[src/rtl/fixed_point_pkg.sv]
// Shared types and constants for the FixedPointArithmetic serial units.
package fixed_point_pkg;

  typedef enum logic [1:0] {IDLE, SHIFT, DONE} serial_state_t;

  localparam string MODEL_BEHAVIORAL = "Behavioral";
  localparam string MODEL_DATAFLOW   = "DataFlow";
  localparam string MODEL_STRUCTURAL = "Structural";

endpackage

[src/rtl/serial_subtract_if.sv]
// Valid/ready operand and result channels of the serial subtractor.
interface serial_subtract_if #(
  parameter int unsigned WIDTH = 16
);
  logic             in_valid;
  logic             in_ready;
  logic [WIDTH-1:0] a;
  logic [WIDTH-1:0] b;
  logic             bi;
  logic             out_valid;
  logic             out_ready;
  logic [WIDTH-1:0] d;
  logic             bo;
  logic             ovf;

  modport master (
    output in_valid, a, b, bi, out_ready,
    input  in_ready, out_valid, d, bo, ovf
  );

  modport slave (
    input  in_valid, a, b, bi, out_ready,
    output in_ready, out_valid, d, bo, ovf
  );
endinterface

[src/rtl/serial_subtract_full_subtract_bit.sv]
// Combinational 1-bit full subtractor (d = a - b - bi), cell style chosen by MODEL.
module full_subtract_bit
  import fixed_point_pkg::*;
#(
  parameter string MODEL = MODEL_BEHAVIORAL
) (
  input  logic a,
  input  logic b,
  input  logic bi,
  output logic d,
  output logic bo
);

  if (MODEL == MODEL_STRUCTURAL) begin : g_structural
    // Two cascaded half subtractors; borrow out is the OR of their borrows.
    logic w_d1, w_b1, w_b2;
    assign w_d1 = a ^ b;
    assign w_b1 = ~a & b;
    assign w_b2 = ~w_d1 & bi;
    assign d    = w_d1 ^ bi;
    assign bo   = w_b1 | w_b2;
  end else if (MODEL == MODEL_DATAFLOW) begin : g_dataflow
    assign d  = a ^ b ^ bi;
    assign bo = (~a & b) | (~(a ^ b) & bi);
  end else begin : g_behavioral
    always_comb begin
      d  = 1'b0;
      bo = 1'b0;
      case ({a, b, bi})
        3'b000: begin d = 1'b0; bo = 1'b0; end
        3'b001: begin d = 1'b1; bo = 1'b1; end
        3'b010: begin d = 1'b1; bo = 1'b1; end
        3'b011: begin d = 1'b0; bo = 1'b1; end
        3'b100: begin d = 1'b1; bo = 1'b0; end
        3'b101: begin d = 1'b0; bo = 1'b0; end
        3'b110: begin d = 1'b0; bo = 1'b0; end
        default: begin d = 1'b1; bo = 1'b1; end
      endcase
    end
  end

endmodule

[src/rtl/serial_subtract.sv]
// Bit-serial LSB-first two's-complement subtractor: d = a - b - bi over WIDTH cycles.
module serial_subtract
  import fixed_point_pkg::*;
#(
  parameter int unsigned WIDTH = 16,
  parameter string       MODEL = MODEL_BEHAVIORAL
) (
  input  logic             i_clk,
  input  logic             i_rst_n,
  serial_subtract_if.slave bus
);

  localparam int unsigned    CNT_W = (WIDTH > 1) ? $clog2(WIDTH) : 1;
  localparam logic [CNT_W-1:0] LAST  = CNT_W'(WIDTH - 1);

  serial_state_t    r_state, w_next;
  logic [CNT_W-1:0] r_cnt;
  logic [WIDTH-1:0] r_a, r_b, r_d;
  logic             r_br, r_bo, r_ovf;
  logic             w_load, w_in_ready, w_out_valid;
  logic             w_d, w_bo;

  full_subtract_bit #(.MODEL(MODEL)) u_cell (
    .a  (r_a[0]),
    .b  (r_b[0]),
    .bi (r_br),
    .d  (w_d),
    .bo (w_bo)
  );

  always_ff @(posedge i_clk or negedge i_rst_n) begin
    if (!i_rst_n) r_state <= IDLE;
    else          r_state <= w_next;
  end

  always_comb begin
    w_next      = r_state;
    w_load      = 1'b0;
    w_in_ready  = 1'b0;
    w_out_valid = 1'b0;
    case (r_state)
      IDLE: begin
        w_in_ready = 1'b1;
        if (bus.in_valid) begin
          w_load = 1'b1;
          w_next = SHIFT;
        end
      end
      SHIFT: begin
        if (r_cnt == LAST) w_next = DONE;
      end
      DONE: begin
        w_out_valid = 1'b1;
        // Retiring the result frees the datapath, so a waiting operand set loads in the same cycle.
        w_in_ready  = bus.out_ready;
        if (bus.out_ready) begin
          w_load = bus.in_valid;
          w_next = bus.in_valid ? SHIFT : IDLE;
        end
      end
      default: w_next = IDLE;
    endcase
  end

  always_ff @(posedge i_clk or negedge i_rst_n) begin
    if (!i_rst_n) begin
      r_cnt <= '0;
      r_a   <= '0;
      r_b   <= '0;
      r_d   <= '0;
      r_br  <= 1'b0;
      r_bo  <= 1'b0;
      r_ovf <= 1'b0;
    end else if (w_load) begin
      r_a   <= bus.a;
      r_b   <= bus.b;
      r_br  <= bus.bi;
      r_cnt <= '0;
    end else if (r_state == SHIFT) begin
      r_a   <= r_a >> 1;
      r_b   <= r_b >> 1;
      r_d   <= {w_d, r_d[WIDTH-1:1]};
      r_br  <= w_bo;
      r_cnt <= r_cnt + 1'b1;
      if (r_cnt == LAST) begin
        // r_br here is the borrow into the MSB.
        r_bo  <= w_bo;
        r_ovf <= r_br ^ w_bo;
      end
    end
  end

  assign bus.in_ready  = w_in_ready;
  assign bus.out_valid = w_out_valid;
  assign bus.d         = r_d;
  assign bus.bo        = r_bo;
  assign bus.ovf       = r_ovf;

endmodule

[src/flat_wrapper.sv]
// flat-port wrapper written by rule: the top's interface ports become plain ports
module serial_subtract_flat import fixed_point_pkg::*;
#(
  parameter int unsigned WIDTH = 16,
  parameter string       MODEL = MODEL_BEHAVIORAL
)
  (i_clk, i_rst_n, bus_in_valid, bus_a, bus_b, bus_bi, bus_out_ready, bus_in_ready, bus_out_valid, bus_d, bus_bo, bus_ovf);
  serial_subtract_if #(.WIDTH(WIDTH)) bus_i ();
  input  logic i_clk;
  input  logic i_rst_n;
  input wire logic [$bits(bus_i.in_valid)-1:0] bus_in_valid;
  input wire logic [$bits(bus_i.a)-1:0] bus_a;
  input wire logic [$bits(bus_i.b)-1:0] bus_b;
  input wire logic [$bits(bus_i.bi)-1:0] bus_bi;
  input wire logic [$bits(bus_i.out_ready)-1:0] bus_out_ready;
  output wire logic [$bits(bus_i.in_ready)-1:0] bus_in_ready;
  output wire logic [$bits(bus_i.out_valid)-1:0] bus_out_valid;
  output wire logic [$bits(bus_i.d)-1:0] bus_d;
  output wire logic [$bits(bus_i.bo)-1:0] bus_bo;
  output wire logic [$bits(bus_i.ovf)-1:0] bus_ovf;
  assign bus_i.in_valid = bus_in_valid;
  assign bus_i.a = bus_a;
  assign bus_i.b = bus_b;
  assign bus_i.bi = bus_bi;
  assign bus_i.out_ready = bus_out_ready;
  assign bus_in_ready = bus_i.in_ready;
  assign bus_out_valid = bus_i.out_valid;
  assign bus_d = bus_i.d;
  assign bus_bo = bus_i.bo;
  assign bus_ovf = bus_i.ovf;
  serial_subtract #(.WIDTH(WIDTH), .MODEL(MODEL)) u_core (.i_clk(i_clk), .i_rst_n(i_rst_n), .bus(bus_i));
endmodule
[config.mk]
export PLATFORM = sky130hd
export DESIGN_NAME = serial_subtract_flat
export DESIGN_NICKNAME = d
export VERILOG_FILES = /design/src/rtl/fixed_point_pkg.sv /design/src/rtl/serial_subtract_if.sv /design/src/rtl/serial_subtract_full_subtract_bit.sv /design/src/rtl/serial_subtract.sv /design/src/flat_wrapper.sv
export SDC_FILE = /design/constraint.sdc
export NUM_CORES = 1
export LEC_CHECK = 0
export BUFFER_PORTS_ARGS = -buffer_cell sky130_fd_sc_hd__buf_4
export CAP_MARGIN = 5
export CORE_ASPECT_RATIO = 0.9
export CORE_UTILIZATION = 40
export CTS_CLUSTER_SIZE = 12
export DETAILED_ROUTE_END_ITERATION = 8
export HOLD_SLACK_MARGIN = 0.06
export PLACE_DENSITY = 0.66
export SLEW_MARGIN = 25
export SYNTH_ARGS = -nofsm -noshare
export SYNTH_HDL_FRONTEND = slang
export SYNTH_SLANG_ARGS = --single-unit
[constraint.sdc]
create_clock -name i_clk -period 2 [get_ports i_clk]
set_clock_uncertainty 0.2 [all_clocks]
set_input_delay 0.5 -clock i_clk [delete_from_list [all_inputs] [get_ports i_clk]]
set_output_delay 0.5 -clock i_clk [all_outputs]
set_load 0.02 [all_outputs]
==> impl_metrics.py <==
metrics = {
    "timing": {
        "final.min_clock_period_ns": 1.87,
        "max_freq_mhz": 534,
        "tightest_slew_ns": 0.423,
        "setup_tns_ns": 0,
        "finalCritPeriodShare_pct": 93.6,
        "hold_ws_ns": 0.197,
        "drv_slew": 0,
        "rsz0062_at_grt": "no",
        "finalSetupViolCount": 0,
        "max_slew_margin_pct": 71.8,
        "hold_violations": 0,
    },
    "power": {
        "max-vdd-ir-drop_v": 0.000593,
        "p_sw_mw": 1.91,
        "clkPwrFrac_pct": 21.2,
        "combPwrFrac_pct": 39.9,
        "seq_power_share_pct": 38.9,
        "p_int_mw": 3.29,
        "p_total_mw": 5.20,
        "p_sw_share_pct": 36.7,
        "powerDensity_nw_per_um2": 1580,
        "p_leak_nw": 1.59,
    },
    "synthesis": {
        "ys.flop_type": "dfrtp_1",
        "ys_seq_area_share_pct": 55.4,
        "synth_area_um2": 2570,
        "synth_cells": 250,
        "yosysUniqueCellTypes": 32,
        "synth_edf_count": 0,
        "synth_nets": 289,
        "async_flop_share_pct": 100,
        "synth_area_per_cell_um2": 10.3,
        "yosysWarningCount": 0,
        "synth-seq-cells": 57,
    },
    "placement": {
        "io_buffers": 56,
        "gp_congestion": 0.740,
        "placed_area_um2": 3070,
        "dp_hpwl_um": 3620,
    },
    "clock_tree": {
        "cts_max_level": 3,
        "cts_buffers": 9,
        "cts.path.max_buffers": 2,
        "cts_tree": "built",
        "insertion_delay_ns": 0.33,
        "clkTransAtPathRegs_ns": 0.06,
        "root_buffer": "clkbuf_8",
        "postCtsSetupRepairBufs": 0,
        "clock-sinks": 57,
    },
    "route": {
        "wl_per_cell_um": 13.3,
        "first_pass_iters": 4,
        "detail-route-antenna-nets": 0,
        "vias": 1992,
        "drt_wl_total_um": 5310,
        "drc": 0,
        "drt_iter0_markers": 92,
        "vias_per_cell": 4.98,
    },
    "floorplan": {
        "die_x_um": 86.6,
        "io_pins": 57,
        "die_area_um2": 6760,
        "rows": 27,
        "die_h_um": 78.1,
        "start_util_pct": 41.9,
        "core_area_um2": 6150,
    },
    "finish": {
        "syn2layout_area_growth_pct": 28.0,
        "final_nets": 347,
        "layout_commonest_cell": "buf_4",
        "mostFrequentLayoutCells": "buf_4, dfrtp_1, nand2_1",
        "drive_gt1_share_pct": 26.8,
        "antenna_cells": 0,
        "final_area_um2": 3290,
    },
    "critical_path": {
        "worst-setup-path-type": "flip-flop to primary output",
        "cp_max_fo": 5,
        "cp-end-kind": "primary output",
        "cp.arrival_ns": 1.17,
        "critPathLaunchType": "flip-flop",
        "critPathRequiredTime_ns": 1.30,
    },
    "worst_hold_path": {
        "hold_path_class": "input pin to flip-flop",
    },
    "global_routing": {
        "grt_util_all_layers_pct": 17.2,
        "grt_max_degree": 39,
        "first_global_vias": 1938,
        "grt_pass1_wl_um": 8820,
        "overflow": 0,
        "grt_antenna_before_repair": 0,
    },
    "run_status": {
        "status": "finished clean",
    },
    "flow_run": {
        "cap_violations": 0,
    },
}
## per-stage QoR
step           worst slack [ns]  util [%]  cells
6_report                  0.128      53.6    400
5_1_grt                  0.0792      53.6    400
4_1_cts                  0.0441      53.5    400
3_5_place_dp              0.149      49.9    383
3_3_place_gp              0.148      49.9    383
2_1_floorplan             0.234         -    250
## path summary, 6_finish.rpt
kind                                        start                to  depth (start not counted)  slack [ns]
worst max-delay path            u_core.r_state[1]      bus_in_ready                          3        0.13
worst min-delay path                     bus_b[5]     u_core.r_b[5]                          3        0.20
worst max register to register  u_core.r_state[1]    u_core.r_b[13]                          4        0.26
worst min register to register    u_core.bus.d[0]   u_core.bus.d[0]                          2        0.28
max in group asynchronous                 i_rst_n  u_core.bus.d[11]                          3        0.69
min in group asynchronous                 i_rst_n   u_core.bus.d[1]                          2        0.43
## Yosys cell counts, drive strengths merged, types with 2 or more instances
cell	number	area share, %
buf	13	3.6
nor2b	3	0.83
o21ai	31	6.0
a221o	3	1.2
clkbuf	6	0.87
dfrtp	57	55
a21oi	5	1.1
xnor2	2	0.68
nand2	50	7.3
mux2i	27	11
and2	4	1.1
nor2	3	0.44
nand2b	2	0.49
nand3	31	6.0
## power by group through the flow
stage | sequential [mW] | combinational (mW) | clock, mW
final | 2.02 | 2.07 | 1.10
after CTS | 2.02 | 2.10 | 1.14
after detailed placement | 2.05 | 2.10 | 0
after floorplan | 2.15 | 1.36 | 0
after global routing | 2.09 | 2.31 | 1.20
after global placement | 2.02 | 2.03 | 0
## metal layers
layer	GRT usage (%)	up-vias	part of all wire [%]	wire length, µm
li1	-	977	-	-
met1	20.9	961	45	2410
met2	28.2	52	49	2620
met3	7.57	2	5.0	268
met4	4.00	0	0.38	20
met5	0	-	0	0
## state kept, by name, indices dropped and copies added, names as in the netlist
signal,flops
u_core.r_br,1
u_core.r_state,2
u_core.bus.ovf,1
u_core.r_a,16
u_core.bus.d,16
u_core.bus.bo,1
u_core.r_cnt,4
u_core.r_b,16
## layout make-up
class,instances,area (µm²)
Tap cell,87,109
Inverter,1,3.75
Fill cell,571,2850
Timing Repair Buffer,66,510
Clock buffer,14,173
Sequential cell,57,1430
Multi-Input combinational cell,173,1040
Clock inverter,2,35.0
## critical path, cell delays in order (launching register included)
cell and delay [ns]:
dfrtp_1 0.45, nand2b_4 0.12, nor2b_1 0.13, buf_4 0.15
## what timing repair did
| action | CTS | global route |
|---|---|---|
| hold buffers | 1 | 0 |
| hold endpoints to repair | 23 | 0 |
| endpoints found under the setup margin | 0 | 1 |
| gates resized for setup | 0 | 1 |
## cells by family after synthesis
family / Yosys count / share of synthesized area, %
fa+ha+maj: 2 / 1.26
flops: 57 / 55.4
xor+xnor: 3 / 1.02
mux: 28 / 10.9
buf+inv: 20 / 4.67
compound gates: 43 / 9.48
simple gates: 97 / 17.2
(Power assumes the default switching activity.)
